`src/rtl/decoder_rr_arbiter_pkg.sv`:
```
// Shared constants for the round-robin arbiter built around a 2-to-4 decoder.
package decoder_rr_arbiter_pkg;

    localparam int N_REQ = 4;
    localparam int ID_W  = 2;

    typedef enum logic [1:0] {
        ST_IDLE = 2'd0,
        ST_BUSY = 2'd1,
        ST_GAP  = 2'd2
    } arb_state_t;

endpackage

```
`src/rtl/decoder_rr_arbiter_dec.sv`:
```
// 2-to-4 one-hot decoder with enable; drives the shared resource's grant lines.
module decoder_rr_arbiter_dec
    import decoder_rr_arbiter_pkg::*;
(
    input  logic [ID_W-1:0]  in,
    input  logic             en,
    output logic [N_REQ-1:0] out
);

    always_comb begin
        out = '0;
        if (en) out[in] = 1'b1;
    end

endmodule

```
`src/rtl/decoder_rr_arbiter.sv`:
```
// Round-robin arbiter over four requesters with hold limit, turnaround gap and
// preempt pulse; the grant vector comes straight from the shared decoder.
module decoder_rr_arbiter
    import decoder_rr_arbiter_pkg::*;
#(
    parameter int HOLD_MAX = 8,
    parameter int CNT_W    = 4
) (
    input  logic             clk,
    input  logic             rst_n,
    input  logic [N_REQ-1:0] req,
    output logic [N_REQ-1:0] gnt,
    output logic             gnt_vld,
    output logic [ID_W-1:0]  gnt_id,
    output logic             preempt
);

    arb_state_t       state;
    logic [ID_W-1:0]  ptr;
    logic [CNT_W-1:0] hold_cnt;
    logic [ID_W-1:0]  pick_id;
    logic             arb_req;

    // Search starts just after the last grantee, so it always ends up last.
    function automatic logic [ID_W-1:0] rr_pick(input logic [N_REQ-1:0] r,
                                                input logic [ID_W-1:0]  p);
        logic [ID_W-1:0] idx;
        logic            found;
        rr_pick = p;
        found   = 1'b0;
        for (int i = 1; i <= N_REQ; i++) begin
            idx = p + ID_W'(i);
            if (!found && r[idx]) begin
                rr_pick = idx;
                found   = 1'b1;
            end
        end
    endfunction

    assign pick_id = rr_pick(req, ptr);
    assign arb_req = |req;

    always_ff @(posedge clk or negedge rst_n) begin
        if (!rst_n) begin
            state    <= ST_IDLE;
            ptr      <= ID_W'(N_REQ - 1);
            gnt_id   <= '0;
            gnt_vld  <= 1'b0;
            hold_cnt <= '0;
            preempt  <= 1'b0;
        end else begin
            preempt <= 1'b0;
            case (state)
                ST_IDLE, ST_GAP: begin
                    if (arb_req) begin
                        gnt_id   <= pick_id;
                        ptr      <= pick_id;
                        hold_cnt <= CNT_W'(1);
                        gnt_vld  <= 1'b1;
                        state    <= ST_BUSY;
                    end else begin
                        state <= ST_IDLE;
                    end
                end
                ST_BUSY: begin
                    if (!req[gnt_id]) begin
                        gnt_vld <= 1'b0;
                        state   <= ST_GAP;
                    end else if (hold_cnt == CNT_W'(HOLD_MAX)) begin
                        gnt_vld <= 1'b0;
                        preempt <= 1'b1;
                        state   <= ST_GAP;
                    end else begin
                        hold_cnt <= hold_cnt + CNT_W'(1);
                    end
                end
                default: begin
                    gnt_vld <= 1'b0;
                    state   <= ST_IDLE;
                end
            endcase
        end
    end

    decoder_rr_arbiter_dec u_dec (
        .in  (gnt_id),
        .en  (gnt_vld),
        .out (gnt)
    );

endmodule
```
`config.mk`:
```
export PLATFORM = sky130hd
export DESIGN_NAME = decoder_rr_arbiter
export DESIGN_NICKNAME = d
export VERILOG_FILES = /design/src/rtl/decoder_rr_arbiter_pkg.sv /design/src/rtl/decoder_rr_arbiter_dec.sv /design/src/rtl/decoder_rr_arbiter.sv
export SDC_FILE = /design/constraint.sdc
export NUM_CORES = 1
export LEC_CHECK = 0
export BUFFER_PORTS_ARGS = -buffer_cell sky130_fd_sc_hd__buf_4
export CELL_PAD_IN_SITES_DETAIL_PLACEMENT = 0
export CELL_PAD_IN_SITES_GLOBAL_PLACEMENT = 1
export CORE_MARGIN = 5
export CORE_UTILIZATION = 38
export CTS_BUF_LIST = sky130_fd_sc_hd__clkbuf_8
export CTS_CLUSTER_SIZE = 30
export DETAILED_ROUTE_END_ITERATION = 12
export PLACE_DENSITY_LB_ADDON = 0.1
export SYNTH_ARGS = -nofsm -noshare
export SYNTH_HDL_FRONTEND = slang
export SYNTH_SLANG_ARGS = --single-unit
```
`constraint.sdc`:
```
create_clock -name clk -period 1.6 [get_ports clk]
set_clock_uncertainty 0.15 [all_clocks]
set_input_delay 0.16 -clock clk [delete_from_list [all_inputs] [get_ports clk]]
set_output_delay 0.16 -clock clk [all_outputs]
set_load 0.01 [all_outputs]
```
==> summary.md <==
| Metric | Value |
|---|---|
| Fin nets | `112` |
| Synth Area in Compound Gates | `13.1%` |
| Initial antenna violation count | `0` |
| Mean Syn Cell Area | `9.42 um^2` |
| Clk Latency, worst-skew pair | `240 ps` |
| IO Count | `14` |
| CTS root buf | `clkbuf_8` |
| Area growth syn-to-layout | `33.4%` |
| Final setup margin | `28.9 ps` |
| CP endpoint kind | `register` |
| Clk slew on worst S/H paths | `50 ps` |
| Synthesized area | `763 um^2` |
| Global-route wire length before repair | `2.74 mm` |
| R2r setup slk | `30 ps` |
| Antenna diodes | `0` |
| DIE HEIGHT | `54.8 um` |
| # DRC | `0` |
| Worst slack, placed | `23.5 ps` |
| DR iter-0 viols | `4` |
| Max incr delay on CP | `410 ps` |
| WP data arrival | `1550 ps` |
| Leakage Power | `0.471 nW` |
| Core area | `0.00194 mm^2` |
| GPL Wtd Cong | `0.803` |
| Synth Area in XOR/XNOR | `0%` |
| Synth Flop Type | `dfrtp_1` |
| Post-Synth Simple-Gate Area | `29.7%` |
| Post-CTS Setup Inserts | `0` |
| Worst Max-Slew Pin Slew | `237 ps` |
| Critical Path, Cell by Cell | `or3b_1 -> o22ai_4 -> a211oi_1 -> a31o_2` |
| H-tree levels | `1` |
| CTS tree | `done` |
| Largest net degree at the start of global routing | `13` |
| Die Wd | `54.8 um` |
| Worst-path maximum fanout | `6` |
| Final Hold Viols | `0` |
| Vias/cell | `5.16` |
| Mapped Nets | `89` |
| YS warnings | `0` |
| Crit Path Category | `reg -> reg` |
| Fraction of layout cells with a size suffix above 1 | `35.0%` |
| Fillers | `196` |
| Critical-path top delay cell | `dfrtp_1` |
| Wirelength per Cell | `12.9 um` |
| Number of enable flip-flop cells after synthesis | `0` |
| Hold crit path type | `in -> async` |
| Critical Path Source Type | `register` |
| Top cells by area, synth | `dfrtp_1 33%, dfstp_2 6.9%, mux2i_1 6.6%` |
| Asr flop ratio synth | `100%` |
| GRT Total Usage | `13.1%` |
| Post-Route WL | `1.68 mm` |
| Commonest cells in the netlist | `10 x dfrtp_1, 9 x nor2_1, 7 x nand2_1, 6 x a21oi_1` |
| Post-Synthesis Cells | `81` |
| Routed vias | `671` |
| Initial Utilization | `39.3%` |
| CP Data Required Time | `1580 ps` |
| Largest family of logic cells by synthesized area | `simple AND/OR/NAND/NOR gates` |
| Synth top area share | `32.8%` |
| Status | `complete, no violations` |
| Die Area | `0.00300 mm^2` |
| Fmax | `636 MHz` |
| Slew Limit Fails | `0` |
| Port Buffer Count | `13` |
| Fin crit share | `98.2%` |
| CTS sink cnt | `12` |
| Period minus WS final | `1570 ps` |
| Final setup violation count | `0` |
| DP Wirelength | `1.30 mm` |
| Area leader, netlist | `dfrtp_1` |
| Slew margin rel. | `83.9%` |
| DRT antenna net count | `0` |
| Power Dens Cells | `1850 mW/mm^2` |
| Remaining Overflow, GRT | `0` |
| Worst VDD drop | `1.06 mV` |
| Synth Register Bits | `12` |
| Sequential-to-total area share from yosys stat | `39.7%` |
| Adder-Cell Fraction of Synth Area | `3.28%` |
| Max cap viols | `0` |
| Post-synthesis cell type count | `34` |
| RSZ-0062 raised after global routing | `yes` |
| Vias in the first global route | `642` |
| Clk buf depth | `2` |
| Most frequent cell after synthesis | `dfrtp_1` |
| Multiplexer area fraction after synthesis | `10.0%` |
| Cell Rows | `16` |
| First-pass DRT Iterations | `3` |
| Setup TNS | `0 ps` |
| CTS buffer count | `3` |
==> worst max-delay path, delay by kind of cell, from the launching register on <==
kind               cells  cell delay, ps
AOI/OAI and AO/OA      3             500
DFF                    1             410
and+or+nand+nor        1             410
==> kinds of logic (layout without fill, tap and decap cells) <==
family	after synthesis	in the layout
AO/OA/AOI/OAI	15	15
adder cells (fa/ha/maj)	2	2
buffers and inverters	6	28
flip-flops	12	12
multiplexers	6	6
AND/OR/NAND/NOR	40	40
==> path summary, 6_finish.rpt <==
| check | from | end | cells past startpoint |
|---|---|---|---|
| setup / recovery | gnt_id[0]$_DFFE_PN0P_ | hold_cnt[1]$_DFFE_PN0P_ | 4 |
| hold / removal | rst_n | preempt$_DFF_PN0_ | 2 |
| setup reg to reg | gnt_id[0]$_DFFE_PN0P_ | hold_cnt[1]$_DFFE_PN0P_ | 4 |
| hold reg to reg | hold_cnt[3]$_DFFE_PN0P_ | hold_cnt[3]$_DFFE_PN0P_ | 1 |
| max in group asynchronous | rst_n | ptr[0]$_DFFE_PN1P_ | 2 |
| min in group clk | req[3] | ptr[0]$_DFFE_PN1P_ | 3 |
==> timing repair <==
action | 4_1_cts | 5_1_grt
setup endpoints to repair | 0 | 6
hold buffers | 1 | 0
resized for setup | 0 | 5
hold endpoints to repair | 12 | 0
==> state kept, by name, summed over array words and instances, names as in the netlist <==
register and flops:
hold_cnt 4, gnt_vld 1, preempt 1, gnt_id 2, ptr 2, state 2
==> cell type report <==
class | instances | area, um^2 | area share, %
Sequential cell | 12 | 304 | 29.9
Inverter | 2 | 7.51 | 0.737
Tap cell | 27 | 33.8 | 3.32
Multi-Input combinational cell | 63 | 450 | 44.2
Clock buffer | 4 | 55.1 | 5.41
Timing Repair Buffer | 22 | 168 | 16.5
==> layout by cell type, fill, tap and decap left out, types with 2 or more instances in the layout <==
cell type / count
inv_1: 2
nor3b_2: 2
ha_1: 2
nand2b_1: 4
nor2_1: 9
dfstp_2: 2
clkbuf_8: 4
nand3b_1: 5
mux2i_2: 2
buf_4: 21
a21oi_1: 6
mux2i_1: 3
a31oi_1: 2
nor2b_1: 4
dfrtp_1: 9
nand2_1: 7
==> metrics by stage <==
stage          instance area, um^2  utilization [%]  power (W)  std cells  hold slack, ps
5_1_grt                       1020             52.4    0.00205        130             162
4_1_cts                        997             51.4    0.00186        130             136
3_5_place_dp                   932             48.0    0.00151        125            -145
2_1_floorplan                  766                -    0.00116         81            -286
6_report                      1020             52.4    0.00188        130             139
3_3_place_gp                   932             48.0    0.00149        125            -144
==> metal layers <==
metal,vias up,track usage [%],wire length [um]
li1,334,-,-
met1,322,14.3,782
met2,13,23.2,798
met3,2,4.90,93
met4,0,3.73,6
met5,-,0,0
==> power by group <==
part           switching, W  leakage, nW  internal, W
clock              0.000115       0.0288     0.000218
sequential         0.000161        0.143     0.000450
combinational      0.000418        0.299     0.000522
total              0.000694        0.471      0.00119
(Power assumes the default switching activity.)
